--- config.mk ---
export PLATFORM = sky130hd
export DESIGN_NAME = chaos_snd
export DESIGN_NICKNAME = d
export VERILOG_FILES = /design/src/rtl/chaos_snd_pkg.sv /design/src/rtl/chaos_snd_map_core.sv /design/src/rtl/chaos_snd.sv
export SDC_FILE = /design/constraint.sdc
export NUM_CORES = 1
export LEC_CHECK = 0
export BUFFER_PORTS_ARGS = -buffer_cell sky130_fd_sc_hd__buf_2
export CAP_MARGIN = 15
export CORE_MARGIN = 3
export CORE_UTILIZATION = 50
export DETAILED_ROUTE_END_ITERATION = 16
export PLACE_DENSITY = 0.75
export SYNTH_ARGS = -nofsm -noshare
export SYNTH_HDL_FRONTEND = slang
export SYNTH_SLANG_ARGS = --single-unit
--- constraint.sdc ---
create_clock -name clk -period 29.4 [get_ports clk]
set_clock_uncertainty 0.2 [all_clocks]
set_input_delay 4.41 -clock clk [delete_from_list [all_inputs] [get_ports clk]]
set_output_delay 4.41 -clock clk [all_outputs]
set_load 0.02 [all_outputs]
--- src/rtl/chaos_snd_pkg.sv ---
// Shared encodings and NCO constant derivation for the chaotic sound generator.
package chaos_snd_pkg;

  typedef enum logic {
    MAP_LOGISTIC = 1'b0,
    MAP_TENT     = 1'b1
  } map_mode_e;

  typedef enum logic [1:0] {
    SWEEP_HOLD      = 2'b00,
    SWEEP_UP_WRAP   = 2'b01,
    SWEEP_PING_PONG = 2'b10,
    SWEEP_HOLD_ALT  = 2'b11
  } sweep_mode_e;

  // Clock divider exponent between NCO ticks.
  function automatic int calc_phase_dec(input longint freq, input int phase_bits,
                                        input int freq_res);
    return $clog2(freq) - phase_bits - freq_res;
  endfunction

  // Phase increment for a tone of f Hz at the decimated tick rate.
  function automatic longint calc_inc(input longint f, input int phase_bits,
                                      input int phase_dec, input longint freq);
    return (f << (phase_bits + phase_dec)) / freq;
  endfunction

endpackage

--- src/rtl/chaos_snd_map_core.sv ---
// Iteration counter plus logistic / tent map step; x reseeds when the map hits 0.
module chaos_map_core
  import chaos_snd_pkg::*;
#(
  parameter int FRAC     = 8,
  parameter int ITER_LEN = 100,
  parameter int X_SEED   = 'h80
) (
  input  logic            clk,
  input  logic            reset,
  input  logic            map_mode,
  input  logic [FRAC+1:0] r,
  output logic [FRAC-1:0] x,
  output logic            x_valid
);

  localparam int CNT_W  = $clog2(ITER_LEN);
  localparam int PROD_W = 4 * FRAC + 3;
  localparam logic [CNT_W-1:0] CNT_LAST = CNT_W'(ITER_LEN - 1);
  localparam logic [FRAC:0]    ONE      = {1'b1, {FRAC{1'b0}}};
  localparam logic [FRAC-1:0]  SEED     = FRAC'(X_SEED);

  logic [CNT_W-1:0]  r_cnt;
  logic [FRAC-1:0]   r_x;
  logic              r_x_valid;
  logic [FRAC:0]     w_one_minus_x;
  logic [FRAC:0]     w_tent_min;
  logic [PROD_W-1:0] w_logi_prod;
  logic [PROD_W-1:0] w_tent_prod;
  logic [FRAC-1:0]   w_x_next;

  // Products are kept full width so the truncation is a pure floor.
  always_comb begin
    w_one_minus_x = ONE - {1'b0, r_x};
    w_tent_min    = ({1'b0, r_x} < w_one_minus_x) ? {1'b0, r_x} : w_one_minus_x;
    w_logi_prod   = PROD_W'(r) * PROD_W'(r_x) * PROD_W'(w_one_minus_x);
    w_tent_prod   = PROD_W'(r) * PROD_W'(w_tent_min);
    if (map_mode_e'(map_mode) == MAP_TENT) w_x_next = w_tent_prod[FRAC+1 +: FRAC];
    else                                   w_x_next = w_logi_prod[2*FRAC +: FRAC];
  end

  always_ff @(posedge clk) begin
    if (reset) begin
      r_cnt     <= '0;
      r_x       <= SEED;
      r_x_valid <= 1'b0;
    end else begin
      r_x_valid <= 1'b0;
      if (r_cnt == CNT_LAST) begin
        r_cnt     <= '0;
        r_x_valid <= 1'b1;
        r_x       <= (w_x_next == '0) ? SEED : w_x_next;
      end else begin
        r_cnt <= r_cnt + CNT_W'(1);
      end
    end
  end

  assign x       = r_x;
  assign x_valid = r_x_valid;

endmodule

--- src/rtl/chaos_snd.sv ---
// Chaotic tone generator: map-driven r sweep, per-oscillator NCOs and a
// first-order sigma-delta mixer producing a 1-bit PWM audio stream.
module chaos_snd
  import chaos_snd_pkg::*;
#(
  parameter int N_OSC      = 4,
  parameter int FRAC       = 8,
  parameter int ITER_LEN   = 100,
  parameter int R_INC      = 1000,
  parameter int R_MIN      = 'h110,
  parameter int R_MAX      = 'h3FF,
  parameter int R_STEP     = 4,
  parameter int X_SEED     = 'h80,
  parameter int FREQ       = 25_200_000,
  parameter int LO_F       = 200,
  parameter int HI_F       = 1200,
  parameter int PHASE_BITS = 12,
  parameter int FREQ_RES   = 0
) (
  input  logic            clk,
  input  logic            reset,
  input  logic            map_mode,
  input  logic [1:0]      sweep_mode,
  input  logic [4:0]      n_active,
  output logic            snd,
  output logic [FRAC-1:0] x_out,
  output logic [FRAC+1:0] r_out,
  output logic            x_valid
);

  localparam int PHASE_DEC = calc_phase_dec(FREQ, PHASE_BITS, FREQ_RES);
  localparam int LO_INC    = int'(calc_inc(LO_F, PHASE_BITS, PHASE_DEC, FREQ));
  localparam int HI_INC    = int'(calc_inc(HI_F, PHASE_BITS, PHASE_DEC, FREQ));
  localparam int RW        = FRAC + 2;
  localparam int RCNT_W    = (R_INC > 1) ? $clog2(R_INC) : 1;
  localparam int TICK_W    = (PHASE_DEC > 0) ? PHASE_DEC : 1;
  localparam int IDX_W     = (N_OSC > 1) ? $clog2(N_OSC) : 1;

  localparam logic [RW:0]       R_MAX_W   = (RW+1)'(R_MAX);
  localparam logic [RW:0]       R_MIN_W   = (RW+1)'(R_MIN);
  localparam logic [RW:0]       R_STEP_W  = (RW+1)'(R_STEP);
  localparam logic [RW-1:0]     R_MIN_R   = RW'(R_MIN);
  localparam logic [RW-1:0]     R_MAX_R   = RW'(R_MAX);
  localparam logic [RW-1:0]     R_STEP_R  = RW'(R_STEP);
  localparam logic [RCNT_W-1:0] RCNT_LAST = RCNT_W'(R_INC - 1);

  logic [RW-1:0]         r_r;
  logic                  r_dir_down;
  logic [RCNT_W-1:0]     r_rcnt;
  logic [IDX_W-1:0]      r_fidx;
  logic [TICK_W-1:0]     r_tick_cnt;
  logic [PHASE_BITS-1:0] r_freq  [N_OSC];
  logic [PHASE_BITS-1:0] r_phase [N_OSC];
  logic [4:0]            r_acc;
  logic                  r_snd;

  logic [RW:0]           w_r_sum;
  logic [RW-1:0]         w_r_next;
  logic                  w_dir_next;
  logic                  w_sweep_en;
  logic [4:0]            w_n_eff;
  logic [31:0]           w_span_prod;
  logic [PHASE_BITS-1:0] w_freq_new;
  logic                  w_tick;
  logic [4:0]            w_sum;
  logic [5:0]            w_acc_sum;
  logic                  w_fire;

  chaos_map_core #(
    .FRAC     (FRAC),
    .ITER_LEN (ITER_LEN),
    .X_SEED   (X_SEED)
  ) u_map_core (
    .clk      (clk),
    .reset    (reset),
    .map_mode (map_mode),
    .r        (r_r),
    .x        (x_out),
    .x_valid  (x_valid)
  );

  // Down-step compares before subtracting so r never underflows.
  always_comb begin
    w_r_next   = r_r;
    w_dir_next = r_dir_down;
    w_r_sum    = {1'b0, r_r} + R_STEP_W;
    case (sweep_mode_e'(sweep_mode))
      SWEEP_UP_WRAP: w_r_next = (w_r_sum > R_MAX_W) ? R_MIN_R : w_r_sum[RW-1:0];
      SWEEP_PING_PONG: begin
        if (!r_dir_down) begin
          if (w_r_sum >= R_MAX_W) begin
            w_r_next   = R_MAX_R;
            w_dir_next = 1'b1;
          end else begin
            w_r_next = w_r_sum[RW-1:0];
          end
        end else if ({1'b0, r_r} <= R_MIN_W + R_STEP_W) begin
          w_r_next   = R_MIN_R;
          w_dir_next = 1'b0;
        end else begin
          w_r_next = r_r - R_STEP_R;
        end
      end
      default: ;
    endcase
  end

  assign w_sweep_en = x_valid && ((sweep_mode_e'(sweep_mode) == SWEEP_UP_WRAP) ||
                                  (sweep_mode_e'(sweep_mode) == SWEEP_PING_PONG));

  assign w_n_eff     = (n_active == 5'd0) ? 5'd1 :
                       (n_active > 5'(N_OSC)) ? 5'(N_OSC) : n_active;
  assign w_span_prod = 32'(HI_INC - LO_INC) * 32'(x_out);
  assign w_freq_new  = PHASE_BITS'(32'(LO_INC) + (w_span_prod >> FRAC));
  assign w_tick      = (PHASE_DEC == 0) ? 1'b1 : (&r_tick_cnt);

  always_comb begin
    w_sum = '0;
    for (int i = 0; i < N_OSC; i++) begin
      if (5'(i) < w_n_eff) w_sum = w_sum + 5'(r_phase[i][PHASE_BITS-1]);
    end
    w_acc_sum = {1'b0, r_acc} + {1'b0, w_sum};
    w_fire    = (w_acc_sum >= {1'b0, w_n_eff});
  end

  always_ff @(posedge clk) begin
    if (reset) begin
      r_r        <= R_MIN_R;
      r_dir_down <= 1'b0;
      r_rcnt     <= '0;
      r_fidx     <= '0;
      r_tick_cnt <= '0;
      r_acc      <= '0;
      r_snd      <= 1'b0;
      for (int i = 0; i < N_OSC; i++) begin
        r_freq[i]  <= '0;
        r_phase[i] <= '0;
      end
    end else begin
      if (w_sweep_en) begin
        if (r_rcnt == RCNT_LAST) begin
          r_rcnt     <= '0;
          r_r        <= w_r_next;
          r_dir_down <= w_dir_next;
        end else begin
          r_rcnt <= r_rcnt + RCNT_W'(1);
        end
      end
      if (x_valid) begin
        r_freq[r_fidx] <= w_freq_new;
        r_fidx <= (5'(r_fidx) >= w_n_eff - 5'd1) ? '0 : r_fidx + IDX_W'(1);
      end
      r_tick_cnt <= r_tick_cnt + TICK_W'(1);
      if (w_tick) begin
        for (int i = 0; i < N_OSC; i++) r_phase[i] <= r_phase[i] + r_freq[i];
      end
      r_snd <= w_fire;
      r_acc <= w_fire ? 5'(w_acc_sum - {1'b0, w_n_eff}) : w_acc_sum[4:0];
    end
  end

  assign snd   = r_snd;
  assign r_out = r_r;

endmodule

==> results.tsv <==
metric	value	unit
FF+latch area	0.00402	mm2
Via density	5.52	
DP Cell Count	2675	
Fill cells	3379	
Post-route DRC	0	
register bit count reported by yosys	153	
Post-CTS Hold Buffers	0	
largest net degree at the start of global routing	49	
CORE AREA	0.0382	mm2
Die Area	0.0417	mm2
Max Fanout on Critical Path	18	
CTS tree	done	
setup_tns	0	ps
Yosys warnings	0	
Die Ht	204	um
clock-pin slew on the worst setup and hold paths	80	ps
HP Class	reg -> reg	
required time worst endpoint	29530	ps
ANT nets after route	0	
startpoint types	flip-flop	
Initial Util	51.4	%
grt total ovfl	0	
Leak Pwr	10.0	nW
sequential area share after synthesis	20.5	%
clk buf depth	2	
highest-delay cell along the critical path	dfxtp_1	
Layout area overhead	6.20	%
FFs w/ async S/R, synth	0	%
syn avg cell area	8.98	um2
RSZ-0062 raised after global routing	no	
Gate Count Post-Synth	2188	
Die Width	204	um
number of CTS-inserted buffers	17	
Layout Cells excl Fill	2708	
wire per inst	16.6	um
Max-Cap Viols	0	
routability cong.	0.934	
Post-synth EDFFs	96	
ANT cells	0	
Period minus WS final	10600	ps
wirelength, routed	44.9	mm
status	finished, final reports clean	
Critical Path End Type	flip-flop	
period utilization	36.1	%
actual slew at the worst max-slew pin	1170	ps
total area of multi-input combinational cells	0.0140	mm2
WHS	256	ps
vias in the first global route	15800	
clk sinks	153	
synthesized cell area	0.0197	mm2
fmax	94.4	MHz
Root Driver	clkbuf_16	
placed inst area	0.0203	mm2
drt pass-1 iters	6	
count of cell types in the netlist	77	
Top cell by count, worst path	fa_1	
Worst R2R Start	u_map_core.x[6]$_SDFFE_PP0P_	
fin. max-slew vios	0	
Post-CTS Resized	0	
Clock Latency Late Sink	450	ps
prevailing post-synth register cell	edfxtp_1	
Core Rows	71	
via count	14900	
first-pass GRT wire length	76.4	mm
Final Total Pwr	0.531	mW
Design Area, Final	0.0209	mm2
Setup Buffers After CTS	0	
critical path class	reg -> reg	
Post-DP HPWL	35.0	mm
crit path from	u_map_core.x[6]$_SDFFE_PP0P_	
initial antenna violation count	1	
All-Layer GR Usage	22.4	%
fraction of layout cells with a size suffix above 1	4.51	%
DRC violation total after the first TritonRoute iteration	787	
# IOs	30	
highest ir drop seen on vdd	23.6	uV
final setup fails	0	
fin nets	2652	
PwrDens	25.5	mW/mm2
Final Hold Viols	0	
Hold Startpoint	r_tick_cnt[0]$_SDFF_PP0_	
Crit path largest cell delay	840	ps
# port buffers	29	
crit path DAT	10730	ps
H-tree depth	4	
Max-slew headroom	21.5	%
## critical path, delay by kind of cell (launching register included)
kind | cells | cell delay (ps)
multiplexers | 1 | 290
AND/OR/NAND/NOR | 7 | 1700
adder cells (fa/ha/maj) | 10 | 4650
flip-flops | 1 | 840
AO/OA/AOI/OAI | 9 | 1890
XOR/XNOR | 1 | 350
buffers and inverters | 6 | 550
## report_power, final
group | internal (mW) | switching [mW] | leakage, nW | total, mW
Clock | 0.120 | 0.103 | 0.276 | 0.223
Sequential | 0.236 | 0.00377 | 1.43 | 0.240
Combinational | 0.0291 | 0.0392 | 8.34 | 0.0683
Total | 0.385 | 0.146 | 10.0 | 0.531
## synth_stat cells (3+ instances only)
master | instances | area, um2
and2_1 | 122 | 763
nor2b_1 | 27 | 169
a211oi_1 | 6 | 45.0
nor3b_1 | 7 | 52.6
o21bai_1 | 5 | 37.5
ha_1 | 229 | 2870
o211a_1 | 3 | 30.0
nand3b_1 | 4 | 30.0
a31oi_1 | 7 | 43.8
nor3_1 | 36 | 180
edfxtp_1 | 96 | 2880
o211ai_1 | 12 | 90.1
a2111oi_0 | 7 | 61.3
xnor2_1 | 69 | 604
o31ai_1 | 11 | 82.6
a32oi_1 | 3 | 26.3
or3_1 | 15 | 93.8
nor2_1 | 193 | 724
fa_1 | 229 | 4580
nand2b_1 | 18 | 113
a21boi_0 | 17 | 128
mux2i_1 | 7 | 70.1
nand2_1 | 203 | 762
o311ai_0 | 3 | 26.3
nor4_1 | 4 | 25.0
buf_2 | 8 | 40.0
a221oi_1 | 6 | 52.6
inv_1 | 367 | 1380
nand4_1 | 8 | 50.1
dfxtp_1 | 57 | 1140
clkbuf_1 | 62 | 233
a21oi_1 | 83 | 415
nand3_1 | 30 | 150
mux2_2 | 7 | 78.8
and3_1 | 25 | 156
or4_1 | 5 | 37.5
xor2_1 | 42 | 368
a21o_1 | 24 | 180
o22ai_1 | 6 | 37.5
o21a_1 | 12 | 90.1
a311oi_1 | 3 | 26.3
or2_2 | 7 | 43.8
o21ai_0 | 63 | 315
## flip-flops by register name, summed over array words and instances, names as in the netlist
name / flops
r_acc: 5
r_out: 9
r_phase: 48
u_map_core.r_cnt: 7
r_freq: 48
snd: 1
u_map_core.x_valid: 1
r_tick_cnt: 13
r_rcnt: 10
u_map_core.x: 8
r_fidx: 2
r_dir_down: 1
## cell families (layout without fill, tap and decap cells)
family,count (synthesis),after routing,synth area share [%]
XOR/XNOR,111,111,4.95
flip-flops,153,153,20.5
AND/OR/NAND/NOR,711,711,17.4
adder cells (fa/ha/maj),458,458,37.9
buffers and inverters,440,441,8.47
multiplexers,14,14,0.758
other,2,10,0.0382
AO/OA/AOI/OAI,299,299,10.0
## final timing paths
kind	end	slack, ps	cells after the start
setup / recovery	u_map_core.x[7]$_SDFFE_PP1P_	18800	34
hold / removal	r_tick_cnt[0]$_SDFF_PP0_	260	1
setup reg to reg	u_map_core.x[7]$_SDFFE_PP1P_	18800	34
hold reg to reg	r_tick_cnt[0]$_SDFF_PP0_	260	1
## cell type report
type / instances / share of cell area [%]
flip-flops and latches: 153 / 19.3
clock inverters: 15 / 0.761
repair buffers: 40 / 1.09
well taps: 511 / 3.06
inverters: 369 / 6.64
multi-input cells: 1603 / 67.1
clock buffers: 17 / 2.04
## metal layers
| metal | GRT usage (%) | vias to the layer above | share of wire, % |
|---|---|---|---|
| met1 | 27.8 | 7338 | 42 |
| met5 | 0 | - | 0 |
| met2 | 39.4 | 410 | 50 |
| met3 | 3.79 | 106 | 4.8 |
| li1 | - | 7087 | - |
| met4 | 8.23 | 0 | 3.4 |
## through the flow
step | setup WS, ps | utilization (%)
after floorplan | 19650 | -
after global placement | 19080 | 53.1
after detailed placement | 18840 | 53.1
after CTS | 18820 | 54.6
after global routing | 18090 | 54.6
final | 18800 | 54.6
## placed cells by master (no fill, tap or decap), drive strengths merged, types with 24 or more instances in the layout
cell type  synthesis  layout
a21o              24      24
a21oi             84      84
and2             122     122
and3              25      25
buf                9      40
dfxtp             57      57
edfxtp            96      96
fa               229     229
ha               229     229
inv              368     376
nand2            203     203
nand3             30      30
nor2             193     193
nor2b             27      27
nor3              36      36
o21ai             65      65
xnor2             69      69
xor2              42      42
Power figures use the tool's default switching activity.
